[src/rtl/adc_frame_align.sv]
// Frame-lane bit alignment: pulses BITSLIP until FRAME_Q shows the frame pattern steadily, then holds ALIGNED.
// Outputs are Moore decodes of registered state; one decision per CLKDIV cycle, no backpressure.
module adc_frame_align #(
    parameter logic [7:0]  FRAME_PATTERN = 8'hF0,
    parameter int unsigned MATCH_COUNT   = 16,
    parameter int unsigned LOSS_COUNT    = 4,
    parameter int unsigned SETTLE_CYCLES = 4,
    parameter int unsigned MAX_SLIPS     = 8
) (
    input  logic       CLKDIV,
    input  logic       RST_N,
    input  logic       EN,
    input  logic [7:0] FRAME_Q,
    output logic       BITSLIP,
    output logic       ALIGNED,
    output logic       ALIGN_ERR,
    output logic [3:0] SLIP_CNT
);

    localparam logic [7:0] MATCH_LIM  = 8'(MATCH_COUNT);
    localparam logic [3:0] LOSS_LIM   = 4'(LOSS_COUNT);
    localparam logic [3:0] SETTLE_LIM = 4'(SETTLE_CYCLES - 1);
    localparam logic [3:0] SLIP_LIM   = 4'(MAX_SLIPS);

    typedef enum logic [2:0] {
        ST_IDLE,
        ST_CHECK,
        ST_SLIP,
        ST_SETTLE,
        ST_LOCKED,
        ST_FAIL
    } state_e;

    state_e     state_q, state_d;
    logic [7:0] match_cnt_q, match_cnt_d;
    logic [3:0] loss_cnt_q, loss_cnt_d;
    logic [3:0] settle_cnt_q, settle_cnt_d;
    logic [3:0] slip_cnt_q, slip_cnt_d;
    logic       frame_ok;

    assign frame_ok = (FRAME_Q == FRAME_PATTERN);

    always_ff @(posedge CLKDIV or negedge RST_N) begin
        if (!RST_N) begin
            state_q      <= ST_IDLE;
            match_cnt_q  <= 8'd0;
            loss_cnt_q   <= 4'd0;
            settle_cnt_q <= 4'd0;
            slip_cnt_q   <= 4'd0;
        end else begin
            state_q      <= state_d;
            match_cnt_q  <= match_cnt_d;
            loss_cnt_q   <= loss_cnt_d;
            settle_cnt_q <= settle_cnt_d;
            slip_cnt_q   <= slip_cnt_d;
        end
    end

    always_comb begin
        state_d      = state_q;
        match_cnt_d  = match_cnt_q;
        loss_cnt_d   = loss_cnt_q;
        settle_cnt_d = settle_cnt_q;
        slip_cnt_d   = slip_cnt_q;

        case (state_q)
            ST_IDLE: begin
                match_cnt_d  = 8'd0;
                loss_cnt_d   = 4'd0;
                settle_cnt_d = 4'd0;
                slip_cnt_d   = 4'd0;
                if (EN) begin
                    state_d = ST_CHECK;
                end
            end
            ST_CHECK: begin
                if (frame_ok) begin
                    match_cnt_d = match_cnt_q + 8'd1;
                    if (match_cnt_d == MATCH_LIM) begin
                        state_d    = ST_LOCKED;
                        loss_cnt_d = 4'd0;
                    end
                end else begin
                    match_cnt_d = 8'd0;
                    // The slip budget is spent only once the last slip position also failed.
                    if (slip_cnt_q == SLIP_LIM) begin
                        state_d = ST_FAIL;
                    end else begin
                        state_d = ST_SLIP;
                    end
                end
            end
            ST_SLIP: begin
                slip_cnt_d   = slip_cnt_q + 4'd1;
                settle_cnt_d = 4'd0;
                state_d      = ST_SETTLE;
            end
            ST_SETTLE: begin
                if (settle_cnt_q == SETTLE_LIM) begin
                    settle_cnt_d = 4'd0;
                    match_cnt_d  = 8'd0;
                    state_d      = ST_CHECK;
                end else begin
                    settle_cnt_d = settle_cnt_q + 4'd1;
                end
            end
            ST_LOCKED: begin
                if (frame_ok) begin
                    loss_cnt_d = 4'd0;
                end else begin
                    loss_cnt_d = loss_cnt_q + 4'd1;
                    // Lock loss restarts acquisition from scratch, including the slip budget.
                    if (loss_cnt_d == LOSS_LIM) begin
                        state_d     = ST_CHECK;
                        loss_cnt_d  = 4'd0;
                        match_cnt_d = 8'd0;
                        slip_cnt_d  = 4'd0;
                    end
                end
            end
            ST_FAIL: begin
                state_d = ST_FAIL;
            end
            default: begin
                state_d = ST_IDLE;
            end
        endcase

        if (!EN) begin
            state_d      = ST_IDLE;
            match_cnt_d  = 8'd0;
            loss_cnt_d   = 4'd0;
            settle_cnt_d = 4'd0;
            slip_cnt_d   = 4'd0;
        end
    end

    assign BITSLIP   = (state_q == ST_SLIP);
    assign ALIGNED   = (state_q == ST_LOCKED);
    assign ALIGN_ERR = (state_q == ST_FAIL);
    assign SLIP_CNT  = slip_cnt_q;

endmodule

[config.mk]
export PLATFORM = sky130hd
export DESIGN_NAME = adc_frame_align
export DESIGN_NICKNAME = d
export VERILOG_FILES = /design/src/rtl/adc_frame_align.sv
export SDC_FILE = /design/constraint.sdc
export NUM_CORES = 1
export LEC_CHECK = 0
export CORE_MARGIN = 10
export CORE_UTILIZATION = 40
export DETAILED_ROUTE_END_ITERATION = 16
export REMOVE_ABC_BUFFERS = 1
export SLEW_MARGIN = 10
export SYNTH_ARGS = -nofsm -noshare
export SYNTH_HDL_FRONTEND = slang
export SYNTH_SLANG_ARGS = --single-unit
[constraint.sdc]
create_clock -name CLKDIV -period 3.57 [get_ports CLKDIV]
set_input_delay 0.714 -clock CLKDIV [delete_from_list [all_inputs] [get_ports CLKDIV]]
set_output_delay 0.714 -clock CLKDIV [all_outputs]
set_load 0.01 [all_outputs]
**Word-level counts from Yosys, hierarchy flattened**

Cells that the tools add are included.

- Add/subtract/negate cells: 4
- Eq/ne operators: 20
- Muxes and demuxes: 27
- Reduce and logical (&&, ||, !) cells: 6

Operators with widths:

| cell | count |
|---|---|
| two-way mux 4 bit | 10 |
| two-way mux 8 bit | 5 |
| case mux 8 bit (4 select lines) | 1 |
| case mux 4 bit (3 select lines) | 2 |
| two-way mux 3 bit | 7 |
| case mux 3 bit (6 select lines) | 1 |
| adder 4 x 1 -> 4 bit (second input constant) | 3 |
| != test 3 bit (second input constant) | 4 |
| adder 8 x 1 -> 8 bit (second input constant) | 1 |
| equality test 8 x 5 -> 1 bit (second input constant) | 1 |
| equality test 8 bit (second input constant) | 1 |
| != test 4 x 1 -> 1 bit (second input constant) | 2 |
| case mux 4 bit (2 select lines) | 1 |
| AND reduction 4 bit | 2 |
| equality test 3 x 2 -> 1 bit (second input constant) | 2 |
| equality test 3 bit (second input constant) | 2 |
| != test 3 x 2 -> 1 bit (second input constant) | 2 |
| AND reduction 3 bit | 2 |
| != test 5 x 1 -> 1 bit (second input constant) | 1 |
| equality test 4 x 2 -> 1 bit (second input constant) | 1 |
| equality test 4 x 3 -> 1 bit (second input constant) | 1 |
| equality test 4 bit (second input constant) | 1 |
| != test 4 bit (second input constant) | 1 |
| equality test 3 x 1 -> 1 bit (second input constant) | 1 |
| 2 further kinds | 2 |

- Flip-flop bits (word level): 23
- Input bits: 11
- Output and inout bits: 7

**Longest topological paths before layout**

Gate-level depths: netlist of the first run.

- Depth after elaboration: 6
- Depth in mapped cells: 6
- Mapped depth without buffers: 6

**Least setup slack after synthesis of the first run**

Ideal clock, no wire load.

- Path kind: input -> register
- Start point: in FRAME_Q[1]
- End point: reg loss_cnt_q[1]
- Data arrival time: 1955 ps
- Slack: 1497 ps
- Cell stages on the path: 5
- Buffers on the path: 0
- Cell sequence: or4_4 or2_4 and2_1 o211ai_1 a21bo_1

- Cells in the longest elaborated chain, start to end: 4

Ends and longest elaborated chain:

| item | RTL line | source |
|---|---|---|
| start: declaration | 13 | `input logic [7:0] FRAME_Q,` |
| equality test 8 bit (*) | 41 | `assign frame_ok = (FRAME_Q == FRAME_PATTERN);` |
| two-way mux 4 bit | 108 | `if (frame_ok) begin` |
| case mux 4 bit (3 select lines) | 66 | `case (state_q)` |
| two-way mux 4 bit | 129 | `if (!EN) begin` |
| end signal: assignment | 53 | `loss_cnt_q <= loss_cnt_d;` |
| end: declaration | 36 | `logic [3:0] loss_cnt_q, loss_cnt_d;` |

Every way passes the cells marked *; elsewhere a longest branch is shown, timed or not.
A chain may end at the register's enable or synchronous reset.

**Final worst setup path of the first run**

- Start point: reg state_q[0]
- End point: out ALIGN_ERR

- Cells in the longest elaborated chain, start to end: 1

Ends and longest elaborated chain:

| item | RTL line | source |
|---|---|---|
| start: declaration | 34 | `state_e state_q, state_d;` |
| start signal: assignment | 51 | `state_q <= state_d;` |
| equality test 3 bit | 140 | `assign ALIGN_ERR = (state_q == ST_FAIL);` |
| end: declaration | 16 | `output logic ALIGN_ERR,` |

No other way between the ends.

==> results of run 1 <==
## cell usage in the layout (no fill, tap or decap), drive strengths merged, types with 3 or more instances in the layout
master	synthesis	final
a211o	4	4
nand3	7	7
and2	4	4
nor2b	4	4
o21ai	9	9
ha	6	6
nand2b	6	6
nand2	14	14
clkbuf	0	3
or2	3	3
o211ai	4	4
dfrtp	23	23
a31oi	4	4
nor3	5	5
inv	5	5
a21oi	7	7
and3	6	6
clkdlybuf4s50	0	17
nor2	8	8
## state kept, by name (all words and copies together) (netlist names)
signal / flops
match_cnt_q: 8
SLIP_CNT: 4
loss_cnt_q: 4
settle_cnt_q: 4
state_q: 3
## stage by stage
step	hold WS, ps	instances	utilization [%]	worst slack, ps	total power (W)
final	536.6	217	50.07	1040	0.0004870
after global routing	567.5	217	50.07	929.4	0.0005112
after CTS	542.8	217	50.07	1041	0.0004918
after detailed placement	520.9	213	49.27	816.0	0.0003646
after global placement	517.6	213	49.27	906.0	0.0003641
after floorplan	418.4	149	-	1497	0.0003275
## layer usage
metal	up-vias	part of all wire, %	GRT usage [%]
met3	4	4.1	2.004
met2	31	47	17.28
met4	0	0.85	2.641
met1	563	48	13.12
met5	-	0	0
li1	606	-	-
## where the power goes
part,internal [W],switching (W),leakage [nW]
registers,0.000267,0.0000128,0.318
logic,0.0000396,0.0000395,0.458
clock network,0.0000420,0.0000857,0.0177
total,0.000349,0.000138,0.794
## worst min-delay path by stage
stage,startpoint,endpoint,cells past startpoint
finish,settle_cnt_q[0],settle_cnt_q[0],1
floorplan,RST_N,SLIP_CNT[0],0
global placement,settle_cnt_q[2],settle_cnt_q[2],2
CTS,settle_cnt_q[0],settle_cnt_q[0],1
global route,settle_cnt_q[0],settle_cnt_q[0],1
detailed placement,settle_cnt_q[0],settle_cnt_q[0],1
## critical path, delay by kind of cell (launching register included)
kind,cells,cell delay [ps]
flops,1,490
simple gates,2,480
buf+inv,1,530
## final cells by class
cell class | count | area, um2 | area share, %
multi-input combinational | 121 | 853.3 | 49.89
sequential | 23 | 575.6 | 33.65
clock buffer | 3 | 22.52 | 1.317
inverter | 5 | 18.77 | 1.097
tap | 46 | 57.56 | 3.365
timing repair buffer | 18 | 177.7 | 10.39
clock inverter | 1 | 5.005 | 0.2926
## logic make-up after synthesis
family                     Yosys count  share of synthesized area [%]
muxes                                2                          1.459
xor gates and xnor gates             1                         0.6010
DFF                                 23                          39.48
buffers and inverters                7                          1.974
AOI/OAI and AO/OA                   43                          21.89
and+or+nand+nor                     69                          29.44
adders and majority gates            6                          5.150
==> out/results.tsv, run 1 <==
metric	value	unit
track_usage	10.31	%
cellPowerDensity	284.8	nW/um2
dp_hpwl	2442	um
finalCritPeriodShare	70.88	%
drt-total-wl	3179	um
avgSynthCellArea	9.653	um2
layout.nets	189	
gp_congestion	0.8079	
r2r_setup_slack	1430	ps
final_max_slew_viol_count	0	
clock-root-buffer	clkbuf_4	
critPathLaunch	state_q[0]	
fp.dieH	80.37	um
grt_pass1_wl	5437	um
nFillCells	347	
critPathArrivalTime	1820	ps
min_path_type	reg -> reg	
min_period	2530	ps
endpoint_kind	output port	
yosys-top-cells-area	dfrtp_1 39%, ha_1 5.2%, nand2_1 3.3%	
clockBufferDepth	2	
ys_top_cells_by_count	23 x dfrtp_1, 13 x nand2_1	
synth_edf_count	0	
vias	1204	
critical_path_class	reg -> out	
synth_ff_type	dfrtp_1	
ir_drop	0.0001058	V
area_delta_synth_final	17.34	%
status	finished, final reports clean	
cp_max_fo	9	
ant_nets	0	
viasPerCell	5.548	
overflow	0	
ios	18	
worst_r2r_path_depth	6	
maxCapViolCount	0	
yosysWarnings	0	
core.rowCount	21	
syn_area	1458	um2
finalHoldViolCount	0	
finalInstanceArea	1710	um2
antennaDiodeCount	0	
initial_core_util	42.67	%
placed_area	1683	um2
antenna_found_initial	0	
worst_pin_slew	521.2	ps
cellLeakagePower	0.7941	nW
synthCells	151	
clock-sinks	23	
ys_types	50	
clkTransAtPathRegs	130	ps
skew	11.11	ps
tns	0	ps
postCtsSetupBuffers	0	
grt_max_degree	24	
io_buffer_count	17	
hold_buffers	0	
die_area	6459	um2
synth_top_area_share	39.48	%
cts_buffers	3	
crit_chain	nor2b_1 -> and2_1 -> clkdlybuf4s50_1	
async_flop_share	100.0	%
ys_ff_latch	23	
post_drt_wl_per_cell	14.65	um
drive_gt1_share	11.70	%
max_clock_freq	395.2	MHz
startpoint_type	register	
critical_path_required	2860	ps
first_global_vias	1165	
rsz0062_at_grt	false	
coreArea	3416	um2
slew_headroom	65.18	%
cp-endpoint	ALIGN_ERR	
ctsResizeCount	0	
cts_tree	built	
yosysTopAreaCell	dfrtp_1	
rr_endpoint	match_cnt_q[7]	
drtIter0Drc	32	
drt_first_pass_iters	4	
yosysMostFrequentCell	dfrtp_1	
die_w	80.37	um
cts_max_level	1	
reg2reg_from	loss_cnt_q[0]	
critPathMaxStageDelay	530	ps
yosysSeqAreaShare	39.48	%
clock_latency	320	ps
finalSetupViolations	0	
cp_slowest_cell	clkdlybuf4s50_1	
drc	0	
(Power assumes the default switching activity.)
==> inputs of run 2 (changes only) <==
==> constraint.sdc (replaced) <==
create_clock -name CLKDIV -period 2.2 [get_ports CLKDIV]
set_input_delay 0.44 -clock CLKDIV [delete_from_list [all_inputs] [get_ports CLKDIV]]
set_output_delay 0.44 -clock CLKDIV [all_outputs]
set_load 0.01 [all_outputs]
==> run 2 against run 1 <==
  * Critical path depth stayed put
  * Cell count up 6.9%
  * Die area stayed put
  * Routed wire length up 4.0%
  * Setup slack got worse by 980 ps
  * Worst hold slack got worse by 85 ps
  * Combinational power grew 100%
  * First-iteration DRC count is 94% higher
  * Sequential power increased by 62%
==> out/results.tsv, run 2 (same netlist as run 1, synthesis figures left out) <==
metric	value	unit	change
status	finished, final reports clean		
regMostFlops	match_cnt_q		
grt_max_degree	24		unchanged
drc	0		unchanged
first_global_vias	1232		+5.8%
rsz0062_at_grt	false		
use_met2	16.96	%	-0.32 points
cp_slowest_cell	clkdlybuf4s50_1		
fp.dieH	80.37	um	unchanged
drt-total-wl	3306	um	+4.0%
worst_pin_slew	464.0	ps	-57.21 ps
slew_headroom	68.74	%	+3.6 points
path_buf_inv	2		+1
clock-root-buffer	clkbuf_4		
finalCritPeriodShare	97.42	%	
min_period	2143	ps	
antennaDiodeCount	0		unchanged
cp_top_family	buffers and inverters		
clock_latency	330	ps	about the same
ant_nets	0		unchanged
largest_register_ffs	8		unchanged
gp_congestion	0.7819		-3.2%
dp.cells	223		+4.7%
cts_max_level	1		unchanged
maxCapViolCount	0		unchanged
fin_util	54.10	%	+4.0 points
grt_pass1_wl	5582	um	+2.7%
drive_gt1_share	20.97	%	+9.3 points
post_drt_wl_per_cell	14.25	um	-2.7%
critical_path_class	reg -> out		
drtIter0Drc	62		+94%
final_max_slew_viol_count	0		unchanged
final_common_cell	dfrtp_1		
clockBufferDepth	2		unchanged
overflow	0		unchanged
cp_max_fo	8		-1
coreArea	3416	um2	unchanged
clock-sinks	23		unchanged
finalNonFillerCells	232		+6.9%
drt_first_pass_iters	4		unchanged
area_delta_synth_final	26.78	%	
cts_buffers	3		unchanged
clkTransAtPathRegs	130	ps	about the same
vias	1259		+4.6%
tns	0	ps	unchanged
finalSetupViolations	0		unchanged
final_cell_mix	21 x dfrtp_1, 16 x clkdlybuf4s50_1, 15 x buf_4		
antenna_found_initial	0		unchanged
track_usage	10.68	%	+0.37 points
grtUsageMet3	2.673	%	+0.67 points
initial_core_util	42.67	%	unchanged
max_clock_freq	466.6	MHz	
io_buffer_count	17		unchanged
die_area	6459	um2	unchanged
worst_slack	56.75	ps	-983.0 ps
busiest_layer	met2		
endpoint_kind	output port		
die_w	80.37	um	unchanged
min_path_type	in -> async		
critPathMaxStageDelay	570	ps	+40 ps
ios	18		unchanged
viasPerCell	5.427		-2.2%
met1_usage	13.44	%	+0.32 points
cellLeakagePower	0.8898	nW	+12%
skew	7.939	ps	-3.174 ps
core.rowCount	21		unchanged
post-place-ws	-42.81	ps	-858.8 ps
crit_chain	buf_4 -> nor3b_2 -> clkdlybuf4s50_1		
cts_tree	built		
cellPowerDensity	443.8	nW/um2	+56%
startpoint_type	register		
critical_path_required	1760	ps	-1100 ps
layout.nets	204		+7.9%
critPathArrivalTime	1700	ps	-120 ps
dp_hpwl	2520	um	+3.2%
finalHoldViolCount	0		unchanged
ir_drop	0.0002109	V	+99%
==> run 2: final timing paths <==
check	cells past startpoint	to	startpoint	slack (ps)
min in group CLKDIV	1	settle_cnt_q[0]	settle_cnt_q[0]	530
min reg2reg	1	settle_cnt_q[0]	settle_cnt_q[0]	530
min	2	loss_cnt_q[2]	RST_N	450
max in group asynchronous	2	state_q[0]	RST_N	1490
max	3	ALIGNED	state_q[0]	60
max reg2reg	7	match_cnt_q[4]	loss_cnt_q[0]	240
==> run 2: layout make-up <==
class / instances / area [um2]
clock buffer: 3 / 22.52
clock inverter: 1 / 5.005
fill: 322 / 1568
inverter: 5 / 18.77
multi-input combinational: 121 / 860.8
sequential: 23 / 578.1
tap: 46 / 57.56
timing repair buffer: 33 / 305.3
==> run 2: power by group <==
part | total [W] | internal [W] | switching [W] | leakage, nW
clock network | 0.000209 | 0.0000683 | 0.000141 | 0.0177
logic | 0.000158 | 0.0000824 | 0.0000751 | 0.556
registers | 0.000454 | 0.000435 | 0.0000185 | 0.316
total | 0.000820 | 0.000586 | 0.000234 | 0.890
==> run 2: what timing repair did <==
| item | 4_1_cts | 5_1_grt |
|---|---|---|
| setup buffers | 0 | 5 |
| gates resized for setup | 3 | 2 |
| pin swaps | 0 | 1 |
| hold buffers | 0 | 0 |
| endpoints found under the setup margin | 2 | 5 |
| endpoints found under the hold margin | 0 | 0 |
==> run 2: per-stage QoR <==
stage | area [um2] | power [W] | hold WS (ps)
after global routing | 1848 | 0.0008683 | 457.0
after global placement | 1758 | 0.0005996 | 512.4
final | 1848 | 0.0008202 | 451.6
after CTS | 1794 | 0.0008186 | 458.9
after detailed placement | 1758 | 0.0006038 | 521.4
after floorplan | 1448 | 0.0005314 | 144.4
==> run 2: worst reg2reg max path, stage by stage, from the launching register on <==
cell	delay, ps
dfrtp_1	420
ha_1	240
a211o_1	230
and3_4	180
o31ai_4	280
buf_12	170
nand2_4	60
a211o_1	290
==> run 2: per-layer routing <==
metal / routed length (um) / part of all wire, %
met3: 138 / 4.2
met5: 0 / 0
met2: 1564 / 47
met4: 51 / 1.5
met1: 1552 / 47
